==> config.mk <==
export PLATFORM = sky130hd
export DESIGN_NAME = arbitro_vc
export DESIGN_NICKNAME = d
export VERILOG_FILES = /design/src/rtl/arbitro_vc.sv
export SDC_FILE = /design/constraint.sdc
export NUM_CORES = 1
export LEC_CHECK = 0
export ABC_AREA = 1
export CELL_PAD_IN_SITES_DETAIL_PLACEMENT = 1
export CELL_PAD_IN_SITES_GLOBAL_PLACEMENT = 2
export CORE_ASPECT_RATIO = 1.2
export CORE_MARGIN = 10
export CORE_UTILIZATION = 27
export CTS_CLUSTER_DIAMETER = 50
export DETAILED_ROUTE_END_ITERATION = 12
export PLACE_DENSITY = 0.9
export REMOVE_ABC_BUFFERS = 1
export SLEW_MARGIN = 25
export SYNTH_ARGS = -nofsm -noshare
export SYNTH_HDL_FRONTEND = slang
export SYNTH_SLANG_ARGS = --single-unit
==> constraint.sdc <==
create_clock -name clk -period 4.4 [get_ports clk]
set_clock_uncertainty 0.2 [all_clocks]
set_input_delay 0.44 -clock clk [delete_from_list [all_inputs] [get_ports clk]]
set_output_delay 0.44 -clock clk [all_outputs]
set_load 0.1 [all_outputs]
==> src/rtl/arbitro_vc.sv <==
`default_nettype none
// +---------------------------------------------------------------------------+
// | arbitro_vc : strict-priority VC0/VC1 arbiter with starvation guard,       |
// |              routing words to D0/D1 with per-destination counters.        |
// | Revision   : 1.0                                                          |
// +---------------------------------------------------------------------------+
module arbitro_vc #(
  parameter int BITBUS    = 6,
  parameter int DEST_BIT  = 4,
  parameter int MAX_BURST = 3,
  parameter int CNT_W     = 5
) (
  input  logic              clk,
  input  logic              reset,
  input  logic              active_in,
  input  logic              vc0_empty,
  input  logic              vc1_empty,
  input  logic [BITBUS-1:0] vc0_data,
  input  logic [BITBUS-1:0] vc1_data,
  input  logic              d0_almost_full,
  input  logic              d1_almost_full,
  output logic              vc0_pop,
  output logic              vc1_pop,
  output logic              d0_push,
  output logic              d1_push,
  output logic [BITBUS-1:0] data_out,
  output logic [CNT_W-1:0]  d0_count,
  output logic [CNT_W-1:0]  d1_count,
  output logic [1:0]        arb_state
);

  typedef enum logic [1:0] {
    ST_IDLE    = 2'd0,
    ST_GNT_VC0 = 2'd1,
    ST_GNT_VC1 = 2'd2,
    ST_BLOCKED = 2'd3
  } arb_state_t;

  localparam logic [CNT_W-1:0] C_MAX_BURST = CNT_W'(MAX_BURST);

  arb_state_t        state_q;
  logic              d0_push_q, d1_push_q;
  logic [BITBUS-1:0] data_q;
  logic [CNT_W-1:0]  d0_cnt_q, d1_cnt_q;
  logic [CNT_W-1:0]  burst_q, burst_d;

  logic              w_vc0_elig, w_vc1_elig;
  logic              w_gnt0, w_gnt1, w_any;
  logic [BITBUS-1:0] w_word;
  logic              w_dst;

  // A VC is eligible only if the destination its head word targets has room.
  assign w_vc0_elig = !reset && active_in && !vc0_empty &&
                      !(vc0_data[DEST_BIT] ? d1_almost_full : d0_almost_full);
  assign w_vc1_elig = !reset && active_in && !vc1_empty &&
                      !(vc1_data[DEST_BIT] ? d1_almost_full : d0_almost_full);

  assign w_gnt0 = w_vc0_elig && (!w_vc1_elig || (burst_q != C_MAX_BURST));
  assign w_gnt1 = w_vc1_elig && !w_gnt0;
  assign w_any  = w_gnt0 || w_gnt1;
  assign w_word = w_gnt1 ? vc1_data : vc0_data;
  assign w_dst  = w_word[DEST_BIT];

  assign vc0_pop = w_gnt0;
  assign vc1_pop = w_gnt1;

  // Burst counter only advances while VC1 is actually being held off.
  always_comb begin
    burst_d = burst_q;
    if (w_gnt1) begin
      burst_d = '0;
    end else if (w_gnt0) begin
      if (!w_vc1_elig)                 burst_d = '0;
      else if (burst_q != C_MAX_BURST) burst_d = burst_q + CNT_W'(1);
    end
  end

  always_ff @(posedge clk) begin
    if (reset) begin
      state_q   <= ST_IDLE;
      d0_push_q <= 1'b0;
      d1_push_q <= 1'b0;
      data_q    <= '0;
      d0_cnt_q  <= '0;
      d1_cnt_q  <= '0;
      burst_q   <= '0;
    end else begin
      d0_push_q <= w_any && !w_dst;
      d1_push_q <= w_any &&  w_dst;
      burst_q   <= burst_d;
      if (w_any)           data_q   <= w_word;
      if (w_any && !w_dst) d0_cnt_q <= d0_cnt_q + CNT_W'(1);
      if (w_any &&  w_dst) d1_cnt_q <= d1_cnt_q + CNT_W'(1);
      if (w_gnt0)
        state_q <= ST_GNT_VC0;
      else if (w_gnt1)
        state_q <= ST_GNT_VC1;
      else if (active_in && (!vc0_empty || !vc1_empty))
        state_q <= ST_BLOCKED;
      else
        state_q <= ST_IDLE;
    end
  end

  assign d0_push   = d0_push_q;
  assign d1_push   = d1_push_q;
  assign data_out  = data_q;
  assign d0_count  = d0_cnt_q;
  assign d1_count  = d1_cnt_q;
  assign arb_state = state_q;

endmodule
`default_nettype wire
# Word-level counts from Yosys, hierarchy flattened
# Index checks and enable logic that the tools add are counted.
[word_totals]
out_inout_bits = 22
ram_bits = 0
ff_bits = 25
memories = 0
romBits = 0
latchBits = 0
[classes]
mul = 0
bitwise_logic = 0
n_reduce_logical = 24
div = 0
add_sub_neg = 3
n_shift = 0
eq_ne = 2
mux = 8
order_cmp = 0
[op_table]
columns = ["operator", "count"]
rows = [
  ["5-bit by 1-bit adder with 5-bit output (second input constant)", 3],
  ["1-bit logical AND", 10],
  ["5-bit 2-to-1 mux", 2],
  ["1-bit zero test", 8],
  ["6-bit 2-to-1 mux", 1],
  ["5-bit by 2-bit != test with 1-bit output (second input constant)", 1],
  ["2-bit 2-to-1 mux", 2],
  ["2-bit OR reduction", 2],
  ["1-bit logical OR", 3],
  ["1-bit 2-to-1 mux", 3],
  ["2-bit by 1-bit != test with 1-bit output (second input constant)", 1],
  ["2-bit AND reduction", 1],
]

# Logic depth before layout (Yosys ltp)
# Gate-level depths: netlist of run 1.
[logic_depth]
word_depth = 12
mapped_depth = 11
mapped_depth_nobuf = 11

# Worst setup path after synthesis of run 1
# OpenSTA, ideal clock, no wires.
[synth_timing]
path_type = "input to output"
start = "in reset"
end = "out vc1_pop"
slack_ps = 2114
t_arrival_ps = 1646
required_time_ps = 3760
stages = 7
cell_sequence = "inv_2 > nand2_2 > inv_2 > nand2_4 > nor2_8 > nand2_4 > inv_1"
[synth_between]
elab_chain_len = 9
word_cells_on_any_way = 11
classes_between = "reduce/logical (11)"
[synth_lines]
columns = ["item", "line_no", "text"]
rows = [
  ["start, declared", "14", "input logic reset,"],
  ["1-bit zero test (*)", "53, 55", ""],
  ["1-bit logical AND (*)", "53, 55", ""],
  ["1-bit logical AND (2 in series)", "55", "assign w_vc1_elig = !reset && active_in && !vc1_empty &&"],
  ["1-bit zero test", "-", ""],
  ["1-bit logical OR", "58", "assign w_gnt0 = w_vc0_elig && (!w_vc1_elig || (burst_q != C_MAX_BURST));"],
  ["1-bit logical AND", "58", ""],
  ["1-bit zero test", "59", "assign w_gnt1 = w_vc1_elig && !w_gnt0;"],
  ["1-bit logical AND (*)", "59", ""],
  ["end, declared", "23", "output logic vc1_pop,"],
]
# Mark *: on every way between the ends. The rest lies on a longest branch, timed or not.

# Worst setup path after layout of run 1
# Same ends and word-level chain as after synthesis.

==> results of run 1 <==
[layer usage]
layer	up-vias	share of wire (%)
met2	24	50
met3	5	5.8
met1	583	43
met4	0	1.1
met5	-	0
li1	664	-
[kinds of logic after synthesis]
logic type / after synthesis / share of synthesized area [%]
buffers and inverters: 27 / 8.85
and+or+nand+nor: 111 / 41.9
DFF: 25 / 37.3
adders and majority gates: 3 / 2.80
AOI/OAI and AO/OA: 13 / 5.87
xor gates and xnor gates: 5 / 3.26
[final timing paths]
| check | from | to | slack, ns | cells after the start |
|---|---|---|---|---|
| worst min-delay path | burst_q[1] | burst_q[1] | 0.29 | 2 |
| worst max-delay path | reset | vc1_pop | 1.52 | 9 |
| worst min register to register | burst_q[1] | burst_q[1] | 0.29 | 2 |
| worst max register to register | burst_q[0] | d0_count[3] | 2.58 | 10 |
[state kept, by name (all words and copies together) (netlist names)]
signal and flops:
d1_push 1, burst_q 5, arb_state 2, d0_push 1, d0_count 5, data_out 6
d1_count 5
[power by group through the flow]
stage                     Combinational (W)  Sequential [W]  Clock (W)
final                              0.000138        0.000237   0.000138
after global routing               0.000148        0.000238   0.000158
after CTS                          0.000140        0.000237   0.000146
after detailed placement           0.000140        0.000242          0
after global placement             0.000139        0.000242          0
after floorplan                   0.0000449        0.000293          0
[placed cells by master (no fill, tap or decap), types with 2 or more instances in the layout]
cell type        count
nor2_1              20
a21oi_1             11
nand4_1              3
xor2_1               2
nand2_1             45
buf_4                2
clkdlybuf4s50_1     38
inv_2                3
or2_0                2
or2_2                3
nand2_2              2
nand3_2              2
nand3_1             24
inv_1               22
ha_1                 3
clkbuf_8             3
nand2_4              5
xnor2_1              3
dfxtp_1             25
[critical path: cells and delay by family]
kind,cells,cell delay [ns]
buffers and inverters,5,1.34
AND/OR/NAND/NOR,4,0.45
[layout make-up]
| cell class | count | area share (%) |
|---|---|---|
| sequential | 25 | 27.3 |
| tap | 60 | 4.09 |
| clock buffer | 3 | 2.25 |
| clock inverter | 1 | 0.273 |
| timing repair buffer | 40 | 21.6 |
| inverter | 25 | 5.12 |
| multi-input combinational | 132 | 39.4 |
[metrics by stage]
stage               worst slack (ns)  power [W]
global placement                1.57   0.000380
finish                          1.52   0.000513
global route                    1.41   0.000544
floorplan                       2.03   0.000338
CTS                             1.49   0.000523
detailed placement              1.50   0.000382
==> flow_metrics.env, run 1 <==
export IMPL_dieHeight_um=97.2
export IMPL_drv_slew=0
export IMPL_rsz0062_at_grt="no"
export IMPL_vias_per_cell=4.46
export IMPL_avgSynthCellArea_um2=7.30
export IMPL_ys_ff_latch=25
export IMPL_hpwl_mm=3.08
export IMPL_dieWidth_um=84.4
export IMPL_max_freq_mhz=347
export IMPL_synth_top_cell_by_area="dfxtp_1"
export IMPL_final_util_pct=37.7
export IMPL_start_kind="input pin"
export IMPL_worstSkewPairLatency_ns=0.27
export IMPL_dr_pass1_iters=4
export IMPL_cts_buffers=3
export IMPL_setup_tns_ns=0
export IMPL_top_usage_layer="met2"
export IMPL_worstPathMaxFanout=16
export IMPL_grt_pass1_vias=1411
export IMPL_hold_slack_ns=0.293
export IMPL_timing_final_crit_period_ns=2.88
export IMPL_grt_ovfl_total=0
export IMPL_yosysWarnings=0
export IMPL_hold_viol_final=0
export IMPL_cp_required_ns=3.76
export IMPL_cts_root_buf="clkbuf_8"
export IMPL_final_layout_size_suffix_gt1_share_pct=11.5
export IMPL_synth_edf_count=0
export IMPL_dieArea_mm2=0.00820
export IMPL_status="complete, no violations"
export IMPL_cpMaxStageDelayCell="clkdlybuf4s50_1"
export IMPL_synth_ff_type="dfxtp_1"
export IMPL_combPwrFrac_pct=26.9
export IMPL_nNetsFinal=249
export IMPL_worstMarginPinSlew_ns=1.01
export IMPL_dr_total_vias=1276
export IMPL_grt_use_met3_pct=2.68
export IMPL_use_met1_pct=10.1
export IMPL_crit_path_end_kind="primary output"
export IMPL_use_met2_pct=16.5
export IMPL_synthCells=184
export IMPL_powerDensity_mw_per_mm2=280
export IMPL_synth_top_area_share_pct=37.3
export IMPL_routed_wl_mm=3.74
export IMPL_ys_seq_area_share_pct=37.3
export IMPL_ant_nets=0
export IMPL_final_area_mm2=0.00183
export IMPL_antenna_found_initial=0
export IMPL_cts_hold_buffers=0
export IMPL_leakagePower_nw=0.816
export IMPL_slowest_delay_ns=0.49
export IMPL_worstSetupPathType="input pin to primary output"
export IMPL_rows=28
export IMPL_p_seq_share_pct=46.1
export IMPL_critical_path_cell_chain="clkdlybuf4s50_1 > inv_2 > nand2_2 > inv_2 > nand2_4 > nor2_8 > nand2_4 > inv_1 > buf_4"
export IMPL_cap_viol_max_count=0
export IMPL_post_cts_resized=0
export IMPL_ioPinCount=41
export IMPL_worstPathArrival_ns=2.24
export IMPL_synthArstFlopShare_pct=0
export IMPL_core_region_area_mm2=0.00487
export IMPL_num_antenna_cells=0
export IMPL_slew_headroom_pct=32.4
export IMPL_pwr_share_clk_pct=26.9
export IMPL_first_iter_violations=32
export IMPL_synth_common_cells="nand2_1, dfxtp_1, nand3_1"
export IMPL_multi_input_area_um2=723
export IMPL_area_growth_pct=36.6
export IMPL_finalCritPeriodShare_pct=65.4
export IMPL_fin_cells=286
export IMPL_cts_tree="built"
export IMPL_cts_buffer_depth=2
export IMPL_ir_drop_uv=160
export IMPL_grt_max_degree=19
export IMPL_numPortBuffers=40
export IMPL_netlist_area_mm2=0.00134
export IMPL_synth_most_common_cell="nand2_1"
export IMPL_track_usage_pct=9.21
export IMPL_sw_frac_of_total_pct=34.2
export IMPL_synth_area_leaders="dfxtp_1, nand2_1, nand3_1"
export IMPL_grt_pass1_wl_mm=6.44
export IMPL_placed_cells=282
export IMPL_initial_core_util_pct=27.6
export IMPL_path_clk_slew_ns=0.08
export IMPL_fillers=614
export IMPL_clkSinkCount=25
export IMPL_netSwitchingPower_w=0.000175
export IMPL_synth_cell_types=25
export IMPL_postCtsSetupBuffers=0
export IMPL_setup_viol=0
export IMPL_wl_per_cell_um=13.1
export IMPL_gp_congestion=0.793
export IMPL_htree_levels=1
export IMPL_min_path_type="flip-flop to flip-flop"
export IMPL_ff_latch_area_um2=500
export IMPL_drc_errors=0
export IMPL_postPlaceCellArea_mm2=0.00179
export IMPL_internal_power_w=0.000338
Note: power is estimated with default switching activity, not from simulation.
==> run 2, diff against run 1 <==
--- a/config.mk
+++ b/config.mk
@@ -10,10 +10,10 @@
 export CELL_PAD_IN_SITES_GLOBAL_PLACEMENT = 2
 export CORE_ASPECT_RATIO = 1.2
 export CORE_MARGIN = 10
-export CORE_UTILIZATION = 27
+export CORE_UTILIZATION = 25
 export CTS_CLUSTER_DIAMETER = 50
 export DETAILED_ROUTE_END_ITERATION = 12
-export PLACE_DENSITY = 0.9
+export PLACE_DENSITY = 0.85
 export REMOVE_ABC_BUFFERS = 1
 export SLEW_MARGIN = 25
 export SYNTH_ARGS = -nofsm -noshare
==> constraint.sdc (replaced) <==
create_clock -name clk -period 3 [get_ports clk]
set_clock_uncertainty 0.2 [all_clocks]
set_input_delay 0.3 -clock clk [delete_from_list [all_inputs] [get_ports clk]]
set_output_delay 0.3 -clock clk [all_outputs]
set_load 0.1 [all_outputs]
==> run 2 against run 1 <==
  * Critical endpoint unchanged
  * Clock-buffer cell count unchanged
  * Clock power rose by 50%
  * Design area decreased by 1.2%
  * Worst hold slack better by 0.0080 ns
  * Via count down 1.1%
  * Sequential share of layout area up 0.34 points
  * Total power increased by 47%
==> flow_metrics.env, run 2 (synthesized netlist as in run 1, its figures left out) <==
export IMPL_core_region_area_mm2=0.00526
export IMPL_vias_per_cell=4.38
export IMPL_final_common_cell="nand2_1"
export IMPL_rows=29
export IMPL_leakagePower_nw=0.860
export IMPL_path_clk_slew_ns=0.09
export IMPL_worstSkewPairLatency_ns=0.27
export IMPL_cts_buffers=3
export IMPL_dieWidth_um=86.9
export IMPL_grt_max_degree=19
export IMPL_slowest_delay_ns=0.49
export IMPL_post_cts_resized=0
export IMPL_hold_viol_final=0
export IMPL_cpMaxStageDelayCell="clkdlybuf4s50_1"
export IMPL_num_antenna_cells=0
export IMPL_antenna_found_initial=0
export IMPL_cts_buffer_depth=2
export IMPL_timing_final_crit_period_ns=2.54
export IMPL_crit_path_end_kind="primary output"
export IMPL_cap_viol_max_count=0
export IMPL_slew_headroom_pct=79.5
export IMPL_clkSinkCount=25
export IMPL_track_usage_pct=8.76
export IMPL_routed_wl_mm=3.66
export IMPL_worstPathArrival_ns=2.04
export IMPL_finalCritPeriodShare_pct=84.7
export IMPL_fin_cells=288
export IMPL_drc_errors=0
export IMPL_grt_pass1_vias=1334
export IMPL_status="complete, no violations"
export IMPL_ir_drop_uv=261
export IMPL_placed_cells=284
export IMPL_dr_pass1_iters=3
export IMPL_hold_slack_ns=0.301
export IMPL_setup_viol=0
export IMPL_cp_required_ns=2.50
export IMPL_dieHeight_um=100
export IMPL_setup_tns_ns=0
export IMPL_cts_tree="built"
export IMPL_initial_core_util_pct=25.5
export IMPL_cp_top_family="buffers and inverters"
export IMPL_dr_total_vias=1262
export IMPL_final_cell_mix="nand2_1, dfxtp_1, nand3_1, inv_1"
export IMPL_powerDensity_mw_per_mm2=417
export IMPL_worstMarginPinSlew_ns=0.307
export IMPL_worstPathMaxFanout=16
export IMPL_max_freq_mhz=394
export IMPL_gp_congestion=0.765
export IMPL_dieArea_mm2=0.00871
export IMPL_min_path_type="flip-flop to flip-flop"
export IMPL_final_layout_size_suffix_gt1_share_pct=20.4
export IMPL_critical_path_cell_chain="clkdlybuf4s50_1 > inv_2 > nand2_2 > inv_2 > nand2_4 > nor2_8 > nand2_4 > inv_1 > buf_12"
export IMPL_first_iter_violations=49
export IMPL_numPortBuffers=40
export IMPL_ant_nets=0
export IMPL_largest_reg_flops=6
export IMPL_start_kind="input pin"
export IMPL_grt_ovfl_total=0
export IMPL_crit_buf_inv=5
export IMPL_postCtsSetupBuffers=0
export IMPL_cts_hold_buffers=0
export IMPL_grt_pass1_wl_mm=6.33
export IMPL_worstSetupPathType="input pin to primary output"
export IMPL_nNetsFinal=249
export IMPL_ioPinCount=41
export IMPL_rsz0062_at_grt="no"
export IMPL_wl_per_cell_um=12.7
export IMPL_drv_slew=0
export IMPL_cts_root_buf="clkbuf_8"
export IMPL_htree_levels=1
export IMPL_hpwl_mm=2.97
export IMPL_area_growth_pct=34.9
-- run 2: cell types whose count changed in the layout (fill, tap and decap cells not counted), sizes merged --
cell           previous run  this run
buf                       2        22
clkdlybuf4s50            38        18
-- run 2: final timing paths --
path / from / end / slack [ns] / cells after the start
min reg2reg: burst_q[4] / burst_q[4] / 0.30 / 2
max reg2reg: burst_q[0] / data_out[5] / 1.13 / 11
min: burst_q[4] / burst_q[4] / 0.30 / 2
max: reset / vc1_pop / 0.46 / 9
-- run 2: cell type report --
| class | count | area [um^2] |
|---|---|---|
| fill | 650 | 3450 |
| inverter | 25 | 93.8 |
| clock inverter | 1 | 5.00 |
| sequential | 25 | 500 |
| clock buffer | 3 | 41.3 |
| tap | 62 | 77.6 |
| multi-input combinational | 132 | 723 |
| timing repair buffer | 40 | 370 |
-- run 2: stage by stage --
stage / instance area, um^2 / util, % / power, W / worst slack (ns)
5_1_grt: 1810 / 34.4 / 0.000798 / 0.332
2_1_floorplan: 1320 / - / 0.000495 / 0.813
6_report: 1810 / 34.4 / 0.000756 / 0.460
3_3_place_gp: 1770 / 33.6 / 0.000558 / 0.491
4_1_cts: 1810 / 34.4 / 0.000771 / 0.451
3_5_place_dp: 1770 / 33.6 / 0.000560 / 0.450
-- run 2: report_power, final --
| part | internal, W | switching [W] | leakage (nW) | total [W] |
|---|---|---|---|---|
| clock | 0.0000932 | 0.000114 | 0.0255 | 0.000207 |
| combinational | 0.0000599 | 0.000142 | 0.632 | 0.000202 |
| sequential | 0.000342 | 0.00000549 | 0.203 | 0.000348 |
-- run 2: worst reg2reg max path: stages, from the launching register on --
cell and delay (ns):
dfxtp_1 0.40, ha_1 0.24, inv_1 0.05, nor2_1 0.08
nand2_1 0.09, nand3_4 0.13, nand2_4 0.11, inv_1 0.21
nand2_1 0.09, nand3_1 0.08, nand3_1 0.07, inv_1 0.06
-- run 2: metal layers --
metal  wire (um)  vias to the layer above  GRT usage [%]
li1            -                      661              -
met1        1580                      577           10.0
met2        1870                       19           15.1
met3         168                        5           2.35
met4          46                        0           3.00
met5           0                        -              0
==> run 3, diff against run 2 <==
--- a/config.mk
+++ b/config.mk
@@ -10,10 +10,10 @@
 export CELL_PAD_IN_SITES_GLOBAL_PLACEMENT = 2
 export CORE_ASPECT_RATIO = 1.2
 export CORE_MARGIN = 10
-export CORE_UTILIZATION = 25
+export CORE_UTILIZATION = 22
 export CTS_CLUSTER_DIAMETER = 50
 export DETAILED_ROUTE_END_ITERATION = 12
-export PLACE_DENSITY = 0.85
+export PLACE_DENSITY = 0.79
 export REMOVE_ABC_BUFFERS = 1
 export SLEW_MARGIN = 25
 export SYNTH_ARGS = -nofsm -noshare
==> constraint.sdc (replaced) <==
create_clock -name clk -period 2.3 [get_ports clk]
set_clock_uncertainty 0.2 [all_clocks]
set_input_delay 0.23 -clock clk [delete_from_list [all_inputs] [get_ports clk]]
set_output_delay 0.23 -clock clk [all_outputs]
set_load 0.1 [all_outputs]
==> run 3 against run 2 <==
  * Worst hold slack got worse by 0.013 ns
  * Global-route usage fell by 0.42 points
  * Sequential power rose by 30%
  * Flip-flop and latch count did not move
  * Largest power group unchanged
  * Highest routed layer unchanged
==> flow_metrics.env, run 3 (synthesized netlist as in run 1, its figures left out) <==
export IMPL_setup_viol=0
export IMPL_worstPathMaxFanout=9
export IMPL_cts_buffer_depth=2
export IMPL_antenna_found_initial=0
export IMPL_ir_drop_uv=172
export IMPL_timing_final_crit_period_ns=2.16
export IMPL_dr_total_vias=1288
export IMPL_final_layout_size_suffix_gt1_share_pct=21.1
export IMPL_cts_hold_buffers=0
export IMPL_final_cell_mix="nand2_1, dfxtp_1, nand3_1, buf_4, inv_1"
export IMPL_ioPinCount=41
export IMPL_worstPathArrival_ns=1.73
export IMPL_dr_pass1_iters=4
export IMPL_area_growth_pct=38.1
export IMPL_numPortBuffers=40
export IMPL_dieArea_mm2=0.00964
export IMPL_rsz0062_at_grt="no"
export IMPL_cap_viol_max_count=0
export IMPL_fin_total_pwr_w=0.000978
export IMPL_clkSinkCount=25
export IMPL_dieWidth_um=91.3
export IMPL_worstSkewPairLatency_ns=0.26
export IMPL_cts_tree="built"
export IMPL_cts_root_buf="clkbuf_8"
export IMPL_worstSetupPathType="flip-flop to primary output"
export IMPL_setup_tns_ns=0
export IMPL_powerDensity_mw_per_mm2=527
export IMPL_cp_required_ns=1.87
export IMPL_hold_viol_final=0
export IMPL_grt_pass1_vias=1392
export IMPL_crit_path_end_kind="primary output"
export IMPL_first_iter_violations=43
export IMPL_wl_per_cell_um=12.5
export IMPL_vias_per_cell=4.15
export IMPL_num_antenna_cells=0
export IMPL_drv_slew=0
export IMPL_holdCritStartpoint="burst_q[1]"
export IMPL_leakagePower_nw=0.858
export IMPL_worstMarginPinSlew_ns=0.286
export IMPL_drc_errors=0
export IMPL_hold_end="burst_q[1]"
export IMPL_grt_pass1_wl_mm=6.69
export IMPL_rr_endpoint="d1_count[3]"
export IMPL_hpwl_mm=3.21
export IMPL_whs_path_depth=2
export IMPL_grt_max_degree=19
export IMPL_grt_ovfl_total=0
export IMPL_core_region_area_mm2=0.00597
export IMPL_start_kind="flip-flop"
export IMPL_reg2reg_depth=10
export IMPL_min_path_type="flip-flop to flip-flop"
export IMPL_largest_reg_flops=6
export IMPL_status="complete, no violations"
export IMPL_path_clk_slew_ns=0.08
export IMPL_slew_headroom_pct=80.9
export IMPL_htree_levels=1
export IMPL_track_usage_pct=8.35
export IMPL_fillers=773
export IMPL_reg2reg_from="burst_q[0]"
export IMPL_initial_core_util_pct=22.5
export IMPL_nNetsFinal=251
export IMPL_rows=31
export IMPL_cts_buffers=3
export IMPL_max_freq_mhz=463
export IMPL_finalCritPeriodShare_pct=93.9
export IMPL_final_common_cell="nand2_1"
export IMPL_gp_congestion=0.732
export IMPL_dieHeight_um=106
export IMPL_r2r_slack_ns=0.46
export IMPL_ant_nets=0
export IMPL_routed_wl_mm=3.87
[run 3: cell types whose count changed in the layout (fill, tap and decap cells not counted)]
| cell | delta |
|---|---|
| inv_1 | -1 |
| clkinv_2 | -1 |
| clkbuf_1 | +1 |
| buf_4 | +2 |
| clkinvlp_4 | +1 |
[run 3: repair_timing]
| item | CTS | global route |
|---|---|---|
| setup endpoints to repair | 0 | 1 |
| buffers inserted | 0 | 0 |
| gates resized for setup | 0 | 1 |
[run 3: cell type report]
type	count	area (um^2)	share of cell area (%)
flip-flops and latches	25	500	27.0
well taps	82	103	5.53
clock buffers	4	45.0	2.43
multi-input cells	132	723	39.0
repair buffers	42	385	20.8
inverters	25	97.6	5.26
[run 3: how the worst max path moves through the flow]
stage / startpoint / endpoint / slack, ns / cells after the start
finish: burst_q[0] / vc1_pop / 0.14 / 8
global route: burst_q[0] / vc1_pop / 0.003 / 8
CTS: burst_q[0] / vc1_pop / 0.07 / 8
detailed placement: vc1_data[4] / vc1_pop / 0.11 / 8
global placement: vc1_data[4] / vc1_pop / 0.15 / 8
floorplan: burst_q[0] / data_out[0] / 0.11 / 11
[run 3: worst max-delay path, stage by stage (launching register included)]
cell and delay, ns:
dfxtp_1 0.35, ha_1 0.24, inv_1 0.06, nor2_1 0.03, nand2_1 0.11, nand3_4 0.12, nand2_4 0.17, clkinvlp_4 0.18
buf_12 0.20
[run 3: report_power, final]
part / leakage [nW] / internal, W / switching (W)
Combinational: 0.632 / 0.0000805 / 0.000186
Clock: 0.0228 / 0.000124 / 0.000134
Sequential: 0.203 / 0.000446 / 0.00000768
[run 3: per-layer routing]
metal  wire (um)  global-route usage, %
met1        1640                   9.54
met2        2040                   15.0
met3         145                   2.06
met4          35                   2.35
met5           0                      0
[run 3: per-stage QoR]
step	instance area, um^2	hold WS (ns)	utilization (%)	setup WS, ns	std cells
2_1_floorplan	1320	0.0991	-	0.113	182
3_3_place_gp	1810	0.277	30.2	0.152	306
3_5_place_dp	1810	0.281	30.2	0.106	306
4_1_cts	1850	0.294	31.0	0.0718	310
5_1_grt	1850	0.337	31.0	0.00289	310
6_report	1850	0.288	31.0	0.140	310
==> RTL edit 1: new RTL, settings of run 1 <==
The parameter `BITBUS` goes from 6 to 7.
--- a/src/rtl/arbitro_vc.sv
+++ b/src/rtl/arbitro_vc.sv
@@ -5,7 +5,7 @@
 // | Revision   : 1.0                                                          |
 // +---------------------------------------------------------------------------+
 module arbitro_vc #(
-  parameter int BITBUS    = 6,
+  parameter int BITBUS    = 7,
   parameter int DEST_BIT  = 4,
   parameter int MAX_BURST = 3,
   parameter int CNT_W     = 5
Ports: changed (resized data_out, vc0_data and vc1_data); port bits go from 41 to 44. The function was not compared with the original's and may differ.
==> RTL edit 1 against run 1 <==
Synthesized cell count grew 4.3%. Combinational power grew 4%. Non-clock buffer count grew 3. Global-route usage grew 0.22 points. Sequential power grew 4%. Via count grew 3.9%. Critical path depth is the same. Worst setup slack lost 0.015 ns. Sequential cell count grew 1. Die area grew 0.73%. Wire length grew 5.1%. Total power grew 16%. Area after synthesis grew 0.93%. Design area grew 3.9%. Largest cell class unchanged. Largest power group unchanged.
==> RTL edit 1: results (changes against run 1) <==
* Outcome: complete, no violations
* CP peak stage delay at 0.52 ns (+0.03 ns)
* Met1 usage at 10.2% (+0.067 points)
* Met3 Use GR at 3.52% (+0.84 points)
* Port buffer count at 43 (+7.5%)
* Max FFs per register at 7 (+1)
* Gpl congestion at 0.845 (+6.5%)
* Inst Count DP at 292 (+3.5%)
* Unique masters post-synth at 22 (-12%)
* Initial antenna violation count at 0 (unchanged)
* WL/cell at 13.3 µm (+1.5%)
* First-pass GRT wire length at 6660 µm (+3.3%)
* Clk slew on worst S/H paths at 0.10 ns (+0.02 ns)
* R2R cell count at 11 (+1)
* Met2 GRT Util at 16.8% (+0.22 points)
* Nets@finish at 261 (+4.8%)
* Pleak at 0.841 nW (+3.1%)
* Vias in the first global route at 1419 (+0.57%)
* Syn Area/Cell at 7.06 µm² (-3.3%)
* Starting DRT DRC Count at 49 (+53%)
* Dpl ws at 1.47 ns (-0.0332 ns)
* Post-Layout Cell Count at 296 (+3.5%)
* Worst slew margin at 34.6% (+2.2 points)
* Cell Area, Placed at 0.00183 mm² (+2.6%)
* Most frequent cells after synthesis: nand2_1, nand3_1, dfxtp_1, inv_1, nor2_1
* Top cells by area, synth: dfxtp_1, nand2_1, nand3_1, inv_1, nor2_1
* Setup violators final at 0 (unchanged)
* Clk Latency, worst-skew pair at 0.27 ns (about the same)
* Worst vdd ir at 162 µV (+1.3%)
* Largest net degree at the start of global routing at 22 (+3)
* DR vias at 1326 (+3.9%)
* Num CTS Buffers at 3 (unchanged)
* GRT Total Usage at 9.44% (+0.22 points)
* Post-DP HPWL at 3150 µm (+2.4%)
* DR pass1 iterations at 3 (-1)
* Sequential area share after synthesis at 38.4% (+1.1 points)
* Share of cells above drive strength 1 at 9.32% (-2.2 points)
* Max clock buf depth at 2 (unchanged)
==> RTL edit 1: kinds of logic (layout without fill, tap and decap cells) <==
family                   count (synthesis)  count (layout)  synth area share, %
AND/OR/NAND/NOR                        116             116                 41.6
buffers and inverters                   29              73                 8.77
flip-flops                              26              26                 38.4
AO/OA/AOI/OAI                           13              13                 5.26
XOR/XNOR                                 5               5                 3.23
adder cells (fa/ha/maj)                  3               3                 2.77
==> RTL edit 1: stage by stage <==
step	utilization, %	hold WS (ns)	total power, mW
after floorplan	-	0.263	0.351
after global placement	37.4	0.276	0.398
after detailed placement	37.4	0.294	0.398
after CTS	38.9	0.308	0.604
after global routing	38.9	0.336	0.619
final	38.9	0.300	0.595
==> RTL edit 1: path summary, 6_finish.rpt <==
check                                start          end  slack, ns
worst max-delay path                 reset      vc1_pop       1.50
worst min-delay path            burst_q[4]   burst_q[4]       0.30
worst max register to register  burst_q[0]  d0_count[3]       2.56
worst min register to register  burst_q[4]   burst_q[4]       0.30
==> RTL edit 1: area by class of cell <==
| type | instances | area, µm² |
|---|---|---|
| clock buffer | 3 | 41.3 |
| clock inverter | 1 | 30.0 |
| fill | 631 | 3000 |
| inverter | 26 | 97.6 |
| multi-input combinational | 137 | 716 |
| sequential | 26 | 520 |
| tap | 60 | 75.1 |
| timing repair buffer | 43 | 425 |
==> RTL edit 1: worst register-to-register path, delay by kind of cell (launching register included) <==
kind                       cells  cell delay [ns]
adders and majority gates      1             0.24
buffers and inverters          1             0.07
DFF                            1             0.35
and+or+nand+nor                9             0.88
==> RTL edit 1: power breakdown <==
| group | internal (mW) | switching [mW] | leakage, nW |
|---|---|---|---|
| registers | 0.243 | 0.00452 | 0.211 |
| clock network | 0.122 | 0.0812 | 0.0357 |
| logic | 0.0427 | 0.101 | 0.594 |
==> RTL edit 1: routing by layer <==
layer	up-vias	share of wire [%]
li1	691	-
met1	612	41
met2	21	51
met3	2	6.7
met4	0	0.53
met5	-	0
==> RTL edit 2: new RTL, config.mk and constraints of run 1 <==
Made on the original files. Make the reset (`reset`) asynchronous in one clocked block.
--- a/src/rtl/arbitro_vc.sv
+++ b/src/rtl/arbitro_vc.sv
@@ -75,7 +75,7 @@
     end
   end
 
-  always_ff @(posedge clk) begin
+  always_ff @(posedge clk or posedge reset) begin
     if (reset) begin
       state_q   <= ST_IDLE;
       d0_push_q <= 1'b0;
Behaviour: differs if reset is asserted again (counterexample within 4 cycles, from zero or initial values and one cycle with reset high); with reset held inactive, the same outputs for 10 cycles.
==> RTL edit 2 against run 1 <==
Global-route usage is 0.30 points lower. Worst setup slack worse by 0.087 ns. Sequential share of layout area grew 7.4 points. Sequential cell count did not move. Wire length decreased by 7.1%. Core utilization increased by 1.3 points. First-iteration DRC count decreased by 25%. Design area shrank 1.8%. Non-clock buffer count did not move. Area after synthesis decreased by 3.6%.
Power is not compared: it rests on default switching activity, and its combinational part moved more than twofold at a synthesized area within 25%.
==> RTL edit 2: results (changes against run 1) <==
* Outcome: complete, no violations
* GRT Total Usage at 8.91% (-0.30 points)
* DR pass1 iterations at 3 (-1)
* YS warnings at 0 (unchanged)
* Synth async-reset ratio at 100% (+100 points)
* Vias in the first global route at 1218 (-14%)
* Post-DP HPWL at 2660 µm (-14%)
* Ys flop type: dfrtp_1
* Worst Hold Depth at 2 (unchanged)
* Post-CTS setup buffers at 0 (unchanged)
* Crit Reg-Reg Endpoint: d1_count[3]
* Worst Hold Launch: data_out[2]
* Reg2reg start: burst_q[0]
* Num CTS Buffers at 3 (unchanged)
* Clk Latency, worst-skew pair at 0.27 ns (about the same)
* Share of cells above drive strength 1 at 12.2% (+0.68 points)
* Cell Area, Placed at 0.00176 mm² (-1.7%)
* Largest net degree at the start of global routing at 28 (+9)
* Routed WL at 3470 µm (-7.1%)
* Starting DRT DRC Count at 24 (-25%)
* Worst vdd ir at between 200 and 300 µV
* Worst slew margin at 33.4% (+1.0 points)
* Max clock buf depth at 2 (unchanged)
* Resized cells post-CTS at 0 (unchanged)
* R2R cell count at 8 (-2)
* Top cells by area, synth: dfrtp_1, nand2_1, nand3_1, nand2_2, xnor2_1
* Most frequent cells after synthesis: nand2_1, nand3_1, dfrtp_1, inv_1, nand2_2
* Req. time, crit path at 3.76 ns (about the same)
* Flop2flop setup slack at 2.55 ns (-0.03 ns)
* Initial antenna violation count at 0 (unchanged)
* Sequential area share after synthesis at 48.4% (+11 points)
* Max H-tree Level at 1 (unchanged)
* First-pass GRT wire length at 5880 µm (-8.8%)
* Clk root buf: clkbuf_8
* Hold Path End: data_out[2]
* Unique masters post-synth at 18 (-28%)
* CP max FO at 27 (+11)
* Clk slew on worst S/H paths at roughly 0.09 ns
* Nets@finish at 220 (-12%)
* Max FFs per register at 6 (unchanged)
* Vias per cell at 4.55 (+2.0%)
* Gpl congestion at 0.680 (-14%)
* Diode count at 0 (unchanged)
-- RTL edit 2: cell count changes in the layout (fill, tap and decap cells not counted), moves of 4 or more --
cell | before | now
dfrtp_1 | 0 | 25
dfxtp_1 | 25 | 0
nor2_1 | 20 | 4
nand2_2 | 2 | 7
nand2_1 | 45 | 49
inv_1 | 22 | 10
a21oi_1 | 11 | 0
o21ai_0 | 0 | 5
nand2_4 | 5 | 0
-- RTL edit 2: logic make-up after synthesis --
group                    count (synthesis)  synth area share (%)
AND/OR/NAND/NOR                         92                  32.5
AO/OA/AOI/OAI                            8                  5.13
flip-flops                              25                  48.4
XOR/XNOR                                 9                  6.09
buffers and inverters                   17                  5.03
adder cells (fa/ha/maj)                  3                  2.90
-- RTL edit 2: cell type report --
| class | count | area, µm² |
|---|---|---|
| timing repair buffer | 40 | 395 |
| multi-input combinational | 112 | 603 |
| sequential | 25 | 626 |
| clock buffer | 4 | 45.0 |
| inverter | 16 | 60.1 |
| tap | 58 | 72.6 |
| fill | 582 | 2830 |
-- RTL edit 2: power breakdown --
group / switching, mW / internal (mW) / total (mW)
sequential: 0.0412 / 0.270 / 0.311
clock: 0.0738 / 0.0649 / 0.139
combinational: 0.383 / 0.118 / 0.501
total: 0.498 / 0.453 / 0.951
-- RTL edit 2: how the worst max path moves through the flow --
stage | end | slack (ns) | depth (start not counted)
after CTS | vc1_pop | 1.37 | 7
after floorplan | burst_q[0] | 1.93 | 7
after detailed placement | vc1_pop | 1.36 | 7
after global placement | vc1_pop | 1.40 | 7
after global routing | vc1_pop | 1.18 | 7
final | vc1_pop | 1.43 | 7
-- RTL edit 2: critical path: stages --
cell and delay (ns):
clkdlybuf4s50_1 0.41, inv_2 0.43, nand2_1 0.16, nor2_2 0.13, nand2_2 0.10, a21oi_4 0.28
buf_4 0.36
-- RTL edit 2: per-layer routing --
metal | vias to the layer above | global-route usage, % | part of all wire (%)
li1 | 575 | - | -
met2 | 28 | 14.6 | 48
met4 | 0 | 4.69 | 1.9
met5 | - | 0 | 0
met3 | 5 | 2.28 | 5.0
met1 | 552 | 10.6 | 45
-- RTL edit 2: stage by stage --
step	hold WS, ns	setup slack, ns	std cells	utilization, %	total power, mW
final	0.300	1.43	255	38.9	0.951
after global routing	0.329	1.18	255	38.9	0.996
after CTS	0.309	1.37	255	38.9	0.963
after detailed placement	0.287	1.36	251	38.0	0.822
after global placement	0.269	1.40	251	38.0	0.817
after floorplan	0.134	1.93	153	-	0.687
